===== config.mk =====
export PLATFORM = sky130hd
export DESIGN_NAME = neander_prog_loader_flat
export DESIGN_NICKNAME = d
export VERILOG_FILES = /design/src/rtl/neander_prog_loader_if.sv /design/src/rtl/neander_prog_loader.sv /design/src/flat_wrapper.sv
export SDC_FILE = /design/constraint.sdc
export NUM_CORES = 1
export LEC_CHECK = 0
export CAP_MARGIN = 40
export CELL_PAD_IN_SITES_DETAIL_PLACEMENT = 2
export CELL_PAD_IN_SITES_GLOBAL_PLACEMENT = 2
export CORE_AREA = 2 2 83 104
export DETAILED_ROUTE_END_ITERATION = 7
export DIE_AREA = 0 0 85 106
export GPL_TIMING_DRIVEN = 0
export PLACE_DENSITY = 0.92
export SKIP_CTS_REPAIR_TIMING = 1
export SYNTH_ARGS = -nofsm -noshare
export SYNTH_HDL_FRONTEND = slang
export SYNTH_SLANG_ARGS = --single-unit

===== constraint.sdc =====
create_clock -name clk -period 4.2 [get_ports clk]
set_input_delay 1.05 -clock clk [delete_from_list [all_inputs] [get_ports clk]]
set_output_delay 1.05 -clock clk [all_outputs]
set_load 0.03 [all_outputs]

===== src/rtl/neander_prog_loader_if.sv =====
// neander_prog_loader_if: host byte streams plus RAM load/readback bus of the program loader
// slave  = loader side: consumes rx, produces tx, drives RAM load and read address
// master = host/RAM side: the opposite directions
interface neander_prog_loader_if;
  logic [7:0] rx_data;
  logic       rx_valid;
  logic       rx_ready;
  logic [7:0] tx_data;
  logic       tx_valid;
  logic       tx_ready;
  logic       mem_load_en;
  logic [7:0] mem_load_addr;
  logic [7:0] mem_load_data;
  logic [7:0] mem_read_addr;
  logic [7:0] mem_read_data;
  modport slave (
    input  rx_data, rx_valid, tx_ready, mem_read_data,
    output rx_ready, tx_data, tx_valid, mem_load_en, mem_load_addr, mem_load_data, mem_read_addr
  );
  modport master (
    output rx_data, rx_valid, tx_ready, mem_read_data,
    input  rx_ready, tx_data, tx_valid, mem_load_en, mem_load_addr, mem_load_data, mem_read_addr
  );
endinterface


===== src/rtl/neander_prog_loader.sv =====
// neander_prog_loader: byte-command loader that writes/reads Neander RAM and controls CPU reset
// Ports: clk, rst_n (async active-low); bus (slave modport: rx stream in, tx stream out,
// RAM load port, combinational RAM readback); cpu_reset, busy, err (sticky).
// Commands: 'W' addr len data.. -> 0xAA; 'R' addr len -> data bytes; 'G'/'H' run/halt -> 0xAA.
// Optional macro LOADER_CHECKSUM_EN adds a trailing mod-256 checksum byte to 'W' frames
// (mismatch answers 0xEE and sets err).
module neander_prog_loader (
  input  logic                        clk,
  input  logic                        rst_n,
  neander_prog_loader_if.slave        bus,
  output logic                        cpu_reset,
  output logic                        busy,
  output logic                        err
);
  localparam logic [2:0] IDLE   = 3'd0;
  localparam logic [2:0] ADDR   = 3'd1;
  localparam logic [2:0] LEN    = 3'd2;
  localparam logic [2:0] WDATA  = 3'd3;
`ifdef LOADER_CHECKSUM_EN
  localparam logic [2:0] CSUM   = 3'd4;
`endif
  localparam logic [2:0] RFETCH = 3'd5;
  localparam logic [2:0] RSEND  = 3'd6;
  localparam logic [2:0] ACK    = 3'd7;
  logic [2:0] state;
  logic       rd_cmd;
  logic [7:0] addr;
  logic [8:0] cnt;
  logic [7:0] tx_q;
  logic       rx_acc;
  logic       tx_acc;
`ifdef LOADER_CHECKSUM_EN
  logic [7:0] sum;
`endif
  assign bus.rx_ready      = !(state inside {RFETCH, RSEND, ACK});
  assign bus.tx_valid      = state == RSEND || state == ACK;
  assign bus.tx_data       = tx_q;
  assign bus.mem_read_addr = addr;
  assign busy              = state != IDLE;
  assign rx_acc            = bus.rx_valid && bus.rx_ready;
  assign tx_acc            = bus.tx_valid && bus.tx_ready;
  always_ff @(posedge clk or negedge rst_n) begin
    if (!rst_n) begin
      state             <= IDLE;
      rd_cmd            <= 1'b0;
      addr              <= 8'h00;
      cnt               <= 9'd0;
      tx_q              <= 8'h00;
      cpu_reset         <= 1'b1;
      err               <= 1'b0;
      bus.mem_load_en   <= 1'b0;
      bus.mem_load_addr <= 8'h00;
      bus.mem_load_data <= 8'h00;
`ifdef LOADER_CHECKSUM_EN
      sum               <= 8'h00;
`endif
    end else begin
      bus.mem_load_en <= 1'b0;
      case (state)
        IDLE: if (rx_acc) begin
          rd_cmd <= bus.rx_data == 8'h52;
          if (bus.rx_data == 8'h57 || bus.rx_data == 8'h52) state <= ADDR;
          else if (bus.rx_data == 8'h47 || bus.rx_data == 8'h48) begin
            cpu_reset <= bus.rx_data == 8'h48;
            tx_q      <= 8'hAA;
            state     <= ACK;
          end else err <= 1'b1;
        end
        ADDR: if (rx_acc) begin
          addr  <= bus.rx_data;
          state <= LEN;
        end
        LEN: if (rx_acc) begin
          // a zero length byte encodes a full 256-byte transfer
          cnt   <= {bus.rx_data == 8'h00, bus.rx_data};
          state <= rd_cmd ? RFETCH : WDATA;
`ifdef LOADER_CHECKSUM_EN
          sum   <= 8'h00;
`endif
        end
        WDATA: if (rx_acc) begin
          bus.mem_load_en   <= 1'b1;
          bus.mem_load_addr <= addr;
          bus.mem_load_data <= bus.rx_data;
          addr              <= addr + 8'd1;
          cnt               <= cnt - 9'd1;
          tx_q              <= 8'hAA;
`ifdef LOADER_CHECKSUM_EN
          sum               <= sum + bus.rx_data;
          if (cnt == 9'd1) state <= CSUM;
`else
          if (cnt == 9'd1) state <= ACK;
`endif
        end
`ifdef LOADER_CHECKSUM_EN
        CSUM: if (rx_acc) begin
          tx_q  <= bus.rx_data == sum ? 8'hAA : 8'hEE;
          err   <= err || bus.rx_data != sum;
          state <= ACK;
        end
`endif
        RFETCH: begin
          tx_q  <= bus.mem_read_data;
          state <= RSEND;
        end
        RSEND: if (tx_acc) begin
          addr  <= addr + 8'd1;
          cnt   <= cnt - 9'd1;
          state <= cnt == 9'd1 ? IDLE : RFETCH;
        end
        ACK: if (tx_acc) state <= IDLE;
        default: state <= IDLE;
      endcase
    end
  end
endmodule


===== src/flat_wrapper.sv =====
// flat-port wrapper written by rule: the top's interface ports become plain ports
module neander_prog_loader_flat 
  (clk, rst_n, cpu_reset, busy, err, bus_rx_data, bus_rx_valid, bus_tx_ready, bus_mem_read_data, bus_rx_ready, bus_tx_data, bus_tx_valid, bus_mem_load_en, bus_mem_load_addr, bus_mem_load_data, bus_mem_read_addr);
  neander_prog_loader_if bus_i ();
  input  logic clk;
  input  logic rst_n;
  output logic cpu_reset;
  output logic busy;
  output logic err;
  input wire logic [$bits(bus_i.rx_data)-1:0] bus_rx_data;
  input wire logic [$bits(bus_i.rx_valid)-1:0] bus_rx_valid;
  input wire logic [$bits(bus_i.tx_ready)-1:0] bus_tx_ready;
  input wire logic [$bits(bus_i.mem_read_data)-1:0] bus_mem_read_data;
  output wire logic [$bits(bus_i.rx_ready)-1:0] bus_rx_ready;
  output wire logic [$bits(bus_i.tx_data)-1:0] bus_tx_data;
  output wire logic [$bits(bus_i.tx_valid)-1:0] bus_tx_valid;
  output wire logic [$bits(bus_i.mem_load_en)-1:0] bus_mem_load_en;
  output wire logic [$bits(bus_i.mem_load_addr)-1:0] bus_mem_load_addr;
  output wire logic [$bits(bus_i.mem_load_data)-1:0] bus_mem_load_data;
  output wire logic [$bits(bus_i.mem_read_addr)-1:0] bus_mem_read_addr;
  assign bus_i.rx_data = bus_rx_data;
  assign bus_i.rx_valid = bus_rx_valid;
  assign bus_i.tx_ready = bus_tx_ready;
  assign bus_i.mem_read_data = bus_mem_read_data;
  assign bus_rx_ready = bus_i.rx_ready;
  assign bus_tx_data = bus_i.tx_data;
  assign bus_tx_valid = bus_i.tx_valid;
  assign bus_mem_load_en = bus_i.mem_load_en;
  assign bus_mem_load_addr = bus_i.mem_load_addr;
  assign bus_mem_load_data = bus_i.mem_load_data;
  assign bus_mem_read_addr = bus_i.mem_read_addr;
  neander_prog_loader u_core (.clk(clk), .rst_n(rst_n), .bus(bus_i), .cpu_reset(cpu_reset), .busy(busy), .err(err));
endmodule

==> metrics <==
status finished clean; clock-pin slew on the worst setup and hold paths 90 ps; Synth Flop Type dfrtp_1; Max clock buf depth 2; global-route usage over all layers 20.65%; share of layout cells above drive strength 1 15.32%; minimum clock period 3241 ps; hold endpoint u_core.err; FFs w/ async S/R, synth 100.0%; sequential element share of the synthesized area 45.16%; R2R cell count 6; Sink Count 48; HP Class register to register; kind of critical path register to primary output; Diodes inserted 0; most frequent cells in the layout clkdlybuf4s50_1 (56), dfrtp_1 (47), nand2_1 (23); clk_lat worst skew 310 ps; crit start category register; min-delay src u_core.err; vias after detailed routing 2,480; boundary pin count 58; Reg area 1202 sq um; Util after Layout 42.73%; Yosys reg bits 48; drt drc 0; drt total wl 8.987 mm; total grt overflow 0; max layer used met4; routed wire length on met2 4.752 mm; Max Slew Vio Count 0; initial DRC count 123; DIE AREA 9010 sq um; DR WL met3 320 microns; Inserted Clock Buffers 5; PnR worst setup slack 959.0 ps; Post-Synth XOR/XNOR Area 1.316%; die width 85 microns; synth warn 0; Synth Area in Adders 1.410%; DR vias/cell 5.767; Yosys top cell area share 44.17%; antenna violations before repair 0; commonest non-fill, non-tap cell in the layout clkdlybuf4s50_1; Synth Instances 267; DR WL/cell 20.90 microns; crit path capture type primary output; HPWL Detailed 6.434 mm; post-synthesis compound-gate area fraction 22.18%; ANT nets after route 0; simple-gate portion of the synthesized area 17.62%; reg2reg setup slack 2120 ps; Core Rows 37; area grow syn2layout 30.03%; Yosys cell types 62; Final Skew 5.431 ps; synth top area cells dfrtp_1 (44%), mux2_2 (5.9%), nand2_1 (3.2%); RR Endpoint u_core.cnt[8]; Fin. Hold Viols 0; Pleak 1.375 nW; initial core utilization 32.86%; CP Max Fanout 10; PwrDens 817.6 nW/um^2; post-synth top area cell dfrtp_1; Slew @ Worst Pin 900.7 ps; placed cell areas 3369 sq um; CTS Root Cell clkbuf_8; First-pass DRT Iterations 4; number of flops mapped to enable cells by yosys 0; Fill cells 845; Max-Cap Viols 0; Worst Hold Slack 501.2 ps; final setup fails 0; main combinational cell family by area after synthesis compound AO/OA/AOI/OAI gates; setup TNS 0 ps; CP arrival 2190 ps; final worst-path cycle share 77.17%; Worst R2R Start u_core.cnt[0]; Post-Synthesis Cell Area 2663 sq um; pin count of the biggest net entering global routing 31; Setup WS pre-CTS 1132 ps; port buffer count 57; Final #Nets 355; CP required 3150 ps; clock tree from TritonCTS done; vias in the first global route 2,813; RD Place Congestion 0.8629; H-tree Lvls 2; Synthesized Nets 290; max frequency 0.3086 GHz; Die Y 106 microns; multi-input logic area 1315 sq um; mux cell area share after synthesis 6.861%; core box area 8102 sq um; Worst slew margin 39.95%; mean post-synth cell area 9.972 sq um; M1 WL 3.685 mm; unrepaired setup endpoints after global routing no; VDD IR max 407.7 uV; hold path depth 1; Finished Cell Area 3462 sq um; first-pass GRT wire length 14.68 mm
## critical path: stages (launching register included)
cell and delay, ps:
dfrtp_1 370, buf_2 190, buf_2 200, and3_1 260
nor2_1 160, clkdlybuf4s50_1 690
## worst max-delay path by stage
stage                    start                           to  slack [ps]
5_1_grt        u_core.state[2]                 bus_rx_ready         850
3_3_place_gp             rst_n  u_core.bus.mem_load_addr[2]         570
2_1_floorplan  u_core.state[2]                 bus_rx_ready        1750
6_report       u_core.state[2]                 bus_rx_ready         960
3_5_place_dp      bus_rx_valid  u_core.bus.mem_read_addr[0]        1130
4_1_cts        u_core.state[2]                 bus_rx_ready         950
## power by group
| part | internal (W) | total [W] | switching, W |
|---|---|---|---|
| clock | 0.000132 | 0.000300 | 0.000168 |
| sequential | 0.000664 | 0.000844 | 0.000180 |
| combinational | 0.000682 | 0.00169 | 0.00100 |
| total | 0.00148 | 0.00283 | 0.00135 |
## cells in the mapped netlist, types with 2 or more instances
| master | number |
|---|---|
| dfrtp_1 | 47 |
| nand2_1 | 23 |
| a21oi_1 | 17 |
| o21ai_0 | 16 |
| mux2_2 | 14 |
| inv_1 | 12 |
| nand3_1 | 11 |
| nor2_1 | 11 |
| buf_2 | 10 |
| o22ai_1 | 8 |
| a22oi_1 | 6 |
| a31oi_1 | 6 |
| and3_1 | 5 |
| nor3_1 | 5 |
| o22a_1 | 5 |
| o21a_1 | 4 |
| a211oi_1 | 3 |
| a2bb2oi_1 | 3 |
| a41oi_1 | 3 |
| and2_1 | 3 |
| ha_1 | 3 |
| nor2b_1 | 3 |
| o211ai_1 | 3 |
| or3_1 | 3 |
| xor2_1 | 3 |
| a221oi_1 | 2 |
| clkbuf_8 | 2 |
| nand4_1 | 2 |
## layer usage
layer,up-vias,global-route usage [%]
li1,1116,-
met1,1272,24.36
met2,76,37.44
met3,16,3.106
met4,0,7.483
met5,-,0
## registers in the layout, summed over array words and instances, names as in the netlist
signal and cells:
u_core.cnt 9, u_core.bus.mem_load_addr 8, u_core.bus.mem_load_data 8, u_core.bus.mem_read_addr 8
u_core.bus.tx_data 8, u_core.state 3, u_core.bus.mem_load_en 1, u_core.cpu_reset 1
u_core.err 1, u_core.rd_cmd 1
## area by class of cell
| class | instances | area share, % |
|---|---|---|
| Clock buffer | 6 | 2.385 |
| Clock inverter | 2 | 0.2891 |
| Buffer | 15 | 2.891 |
| Tap cell | 97 | 3.506 |
| Sequential cell | 48 | 34.73 |
| Timing Repair Buffer | 58 | 16.91 |
| Multi-Input combinational cell | 192 | 37.98 |
| Inverter | 12 | 1.301 |
## through the flow
stage | std cells | total power [W]
after floorplan | 267 | 0.001875
after global placement | 421 | 0.002443
after detailed placement | 422 | 0.002524
after CTS | 430 | 0.002853
after global routing | 430 | 0.003009
final | 430 | 0.002831
## kinds of logic (layout without fill, tap and decap cells)
logic type	Yosys count	count (layout)
AOI/OAI and AO/OA	87	87
and+or+nand+nor	82	82
DFF	48	48
buffers and inverters	27	93
muxes	16	16
xor gates and xnor gates	4	4
adders and majority gates	3	3
(Power assumes the default switching activity.)
==> patch 1, RTL diff (same flow settings) <==
Add a define of `LOADER_CHECKSUM_EN`.
--- a/src/rtl/neander_prog_loader.sv
+++ b/src/rtl/neander_prog_loader.sv
@@ -4,6 +4,8 @@
 // Commands: 'W' addr len data.. -> 0xAA; 'R' addr len -> data bytes; 'G'/'H' run/halt -> 0xAA.
 // Optional macro LOADER_CHECKSUM_EN adds a trailing mod-256 checksum byte to 'W' frames
 // (mismatch answers 0xEE and sets err).
+`define LOADER_CHECKSUM_EN
+
 module neander_prog_loader (
   input  logic                        clk,
   input  logic                        rst_n,
Check against the original RTL: not equivalent (Yosys sat finds a counterexample within 10 cycles, from zero or initial values and one cycle with rst_n low).
==> patch 1 against the original RTL <==
Via count grew 24%. Largest power group unchanged. Die area is the same. Non-clock buffer count rose by 3. First-iteration DRC count up 23%. Cell area rose by 16%. Worst setup slack worse by 46 ps. Power grew 15%. Synthesized cell count up 36%. Routed wire length grew 28%. Clock power up 27%. Synthesized area rose by 21%. Sequential cell count grew 8. Critical path depth did not move. Maximum frequency is 1.4% lower.
==> patch 1: results (changes against the original RTL) <==
** Outcome
- Status :: finished clean

** Final layout
- The buffer share of cell area is 16.84% (-3.0 points).
- Non-CTS inverters :: 11 (-1)
- Number of nets in the finished design :: 456 (+28%)
- Multi-input gate count :: 275 (+43%)
- The share of cell area taken by flip-flops and latches is 34.90% (+0.17 points).
- The clock-cell share of area came to 2.771% (+0.096 points).
- Multi-input logic portion of the cell area :: 41.44% (+3.5 points)
- The count of non-CTS buffers in the layout was 76 (+4.1%).
- The final standard cell area without fillers is 0.004019 mm2 (+16%).
- Share of cells above drive strength 1 :: 9.624% (-5.7 points)

** Place
- The final weighted congestion in routability-driven placement was 0.7836 (-9.2%).
- Count of port buffers added during placement :: 55 (-3.5%)
- The worst setup slack before clock tree synthesis is 789.7 ps (-342.4 ps).
- The estimated wirelength of the detail-placed design came to 8.711 mm (+35%).
- Placed instance area :: 0.003908 mm2 (+16%)

** Logic synthesis
- Fraction of the yosys area taken by sequential cells :: 43.55% (-1.6 points)
- Proportion of synthesized area in mux cells :: 1.904% (-5.0 points)
- By area the synthesized netlist is led by sky130_fd_sc_hd__dfrtp_1 43%, sky130_fd_sc_hd__nand2_1 9.1%, sky130_fd_sc_hd__ha_1 3.9%.
- Sorting the synthesized cells by how often they occur yields 78 x sky130_fd_sc_hd__nand2_1, 55 x sky130_fd_sc_hd__dfrtp_1, 26 x sky130_fd_sc_hd__nor2_1.
- The number of cells produced by synthesis came to 362 (+36%).
- Fraction of post-synthesis cell area in the top cell type by area :: 42.74% (-1.4 points)
- Unique masters post-synth :: 55 (-11%)
- Net count after synthesis :: 393 (+36%)
- Xor/xnor share of the synthesized area :: 1.360% (+0.044 points)

** GRT
- The aggregate global-route resource usage was 26.74% (+6.1 points).
- The fraction of met2 tracks used by global routing came to 50.06% (+13 points).
- The number of global-route vias before repair is 3453 (+23%).
- The met1 demand-to-capacity share in global routing was 30.20% (+5.8 points).
- Wire length of the first global-routing pass :: 18.77 mm (+28%)

** Timing
- The transition at the pin with the smallest max-transition slack came to 717.9 ps (-182.8 ps).
- The clock skew after layout was 7.238 ps (+1.808 ps).

** Critical path
- Largest stage delay on the critical path :: 670 ps (-20 ps)
- Worst endpoint data arrival time :: 2240 ps (+50 ps)
- The startpoint identified for the worst register-to-register timing path is u_core.sum[0].

** Min path
- The worst hold path begins at u_core.bus.mem_load_addr[3].

** Detailed routing
- The mean number of vias per cell is 5.899 (+2.3%).
- The final routed wire length divided by cell count is 21.92 um (+4.9%).
- First DRT Iteration DRCs :: 151 (+23%)
- The detailed-route wire length came to 11.47 mm (+28%).
- The total length of routed met3 wires came to 301 um (-5.9%).

** Clock network
- The clock latency of the later-clocked register in the worst-skew pair is 330 ps (+20 ps).

** Power
- The maximum vdd ir drop was 0.3712 mV (-8.9%).
- Reported leakage power :: 0.001734 uW (+26%)
## patch 1: cell count changes after synthesis, sizes merged, moves of 4 or more
cell   before  now
nor2       11   26
nand2      23   78
o22ai       8    4
ha          3   10
dfrtp      47   55
mux2       15    3
o22a        5    9
nor3        5   10
o21ai      17   31
## patch 1: where the power goes
part / total [uW] / switching [uW] / internal (uW)
sequential: 966 / 202 / 764
clock: 381 / 203 / 177
combinational: 1910 / 1170 / 737
total: 3260 / 1580 / 1680
## patch 1: worst paths after layout
check	to	slack [ps]	depth (start not counted)
min reg2reg	u_core.bus.mem_load_addr[3]	490	2
min in group asynchronous	u_core.bus.mem_load_addr[5]	750	1
min	u_core.bus.mem_load_addr[3]	490	2
max in group asynchronous	u_core.cpu_reset	2760	2
max reg2reg	u_core.sum[6]	2060	7
max	busy	910	5
==> patch 2, RTL diff (same settings) <==
Made on the original files. Reset style: synchronous (`rst_n`), changed in one clocked block. Comments in the files are not updated.
--- a/src/rtl/neander_prog_loader.sv
+++ b/src/rtl/neander_prog_loader.sv
@@ -39,7 +39,7 @@
   assign busy              = state != IDLE;
   assign rx_acc            = bus.rx_valid && bus.rx_ready;
   assign tx_acc            = bus.tx_valid && bus.tx_ready;
-  always_ff @(posedge clk or negedge rst_n) begin
+  always_ff @(posedge clk) begin
     if (!rst_n) begin
       state             <= IDLE;
       rd_cmd            <= 1'b0;
Check against the original RTL: differs if rst_n is asserted again (counterexample within 4 cycles, from zero or initial values and one cycle with rst_n low); with rst_n held inactive, the same outputs for 10 cycles.
==> patch 2 against the original RTL <==
Cell area down 6.4%. Worst setup slack better by 160 ps. Cell count is 7.9% higher. Non-clock buffer count increased by 2. Maximum frequency rose by 5.3%. Routed wire length about the same. Sequential cell count did not move. Synthesized area down 7.3%. Clock skew about the same. First-iteration DRC count down 50%. Critical endpoint is now bus_tx_valid. Highest routed layer unchanged.
Power is not compared: it rests on default switching activity, and its combinational part moved more than twofold at a synthesized area within 25%.
==> patch 2: results (changes against the original RTL) <==
** Logic synthesis
- The count of unique library cells instantiated by Yosys came to 49 (-21%).
- Proportion of synthesized area in mux cells :: 0% (-6.9 points)
- Number of standard cells after synthesis :: 306 (+15%)
- After synthesis, the cell types taking the most area are sky130_fd_sc_hd__dfxtp_1 39%, sky130_fd_sc_hd__nand2_1 11%, sky130_fd_sc_hd__a21boi_0 6.7%.
- The area share of fa/ha/maj cells after synthesis is 1.521% (+0.11 points).
- Leading register cell type out of synthesis :: sky130_fd_sc_hd__dfxtp_1
- The post-synthesis xor/xnor area fraction came to 0.7099% (-0.61 points).
- Synthesized-area fraction occupied by ao, oa, aoi and oai cells :: 27.74% (+5.6 points)
- The number of warnings reported in the yosys synthesis log came to 0 (unchanged).
- The net count of the mapped netlist was 329 (+13%).
- Counting instances in the post-synthesis netlist gives the leading cell types as 70 x sky130_fd_sc_hd__nand2_1, 48 x sky130_fd_sc_hd__dfxtp_1, 22 x sky130_fd_sc_hd__a21boi_0.
- Share of flip-flops with an asynchronous set or reset :: 0% (-100 points)

** Detailed routing
- Detailed-route wire length :: 8.994 mm (about the same)
- First DRT Iteration DRCs :: 62 (-50%)
- Mean number of vias per cell :: 5.511 (-4.5%)
- Drt wl/cell :: 19.38 um (-7.3%)

** GRT
- Via count of the first global-routing pass :: 2863 (+1.8%)
- Maximum number of pins on one net before global-route repair :: 16 (-48%)
- The aggregate global-route resource usage was 20.58% (-0.070 points).

** Place
- The final weighted congestion in routability-driven placement came to 0.8120 (-5.9%).
- HPWL after detailed placement :: 6.699 mm (+4.1%)
- The placed cell count is 456 (+8.1%).
- Count of port buffers added during placement :: 53 (-7.0%)
- The placement-stage cell area is 0.003119 mm2 (-7.4%).

** Critical path
- The delay of the slowest critical-path stage was 660 ps (-30 ps).
- The worst endpoint data arrival time was 2030 ps (-160 ps).

** Min path
- Kind of path behind the tightest hold check :: flip-flop to flip-flop

** Power
- Leading power group :: registers
- Clock share of power :: 39.2%

** Timing
- The clock skew after layout came to 5.919 ps (+0.4880 ps).
- The transition at the pin with the smallest max-transition slack came to 882.8 ps (-17.98 ps).

** Final layout
- Share of cells above drive strength 1 :: 7.902% (-7.4 points)
- Fill cells :: 918 (+8.6%)
- The final layout net count is 389 (+9.6%).

** Outcome
- The flow ran to the end, and the final reports show no timing, DRC or antenna violations.
==> patch 2: cell types whose count changed in the layout (fill, tap and decap cells not counted), moves of 6 or more <==
cell,delta
sky130_fd_sc_hd__a21boi_0,+22
sky130_fd_sc_hd__clkbuf_1,+8
sky130_fd_sc_hd__dfrtp_1,-47
sky130_fd_sc_hd__dfxtp_1,+48
sky130_fd_sc_hd__inv_1,-8
sky130_fd_sc_hd__mux2_2,-14
sky130_fd_sc_hd__nand2_1,+47
sky130_fd_sc_hd__nor3_1,+6
==> patch 2: path summary, 6_finish.rpt <==
check,slack (ps),cells after the start,end,start
setup / recovery,1120,4,bus_tx_valid,u_core.state[1]
hold / removal,470,2,u_core.bus.mem_load_addr[3],u_core.bus.mem_load_addr[3]
setup reg to reg,2230,5,u_core.bus.mem_load_data[5],u_core.state[1]
hold reg to reg,470,2,u_core.bus.mem_load_addr[3],u_core.bus.mem_load_addr[3]
==> patch 2: per-layer routing <==
metal	vias to the layer above	routed length [um]	global-route usage [%]	part of all wire, %
met3	12	218	2.950	2.4
li1	1211	-	-	-
met1	1293	3607	22.33	40
met2	41	5012	40.35	56
met5	-	0	0	0
met4	0	155	5.896	1.7
==> patch 2: final cells by class <==
type | instances | area, um2 | area share (%)
buffer | 22 | 118.9 | 3.668
clock buffer | 6 | 82.58 | 2.548
timing repair buffer | 53 | 530.5 | 16.37
multi-input combinational | 232 | 1373 | 42.36
inverter | 4 | 15.01 | 0.4633
clock inverter | 2 | 38.79 | 1.197
sequential | 48 | 960.9 | 29.65
tap | 97 | 121.4 | 3.745
==> patch 2: worst min-delay path, stage by stage (launching register included) <==
cell                       delay (ps)
sky130_fd_sc_hd__dfxtp_1          320
sky130_fd_sc_hd__nand2_1           50
sky130_fd_sc_hd__a21boi_0          60
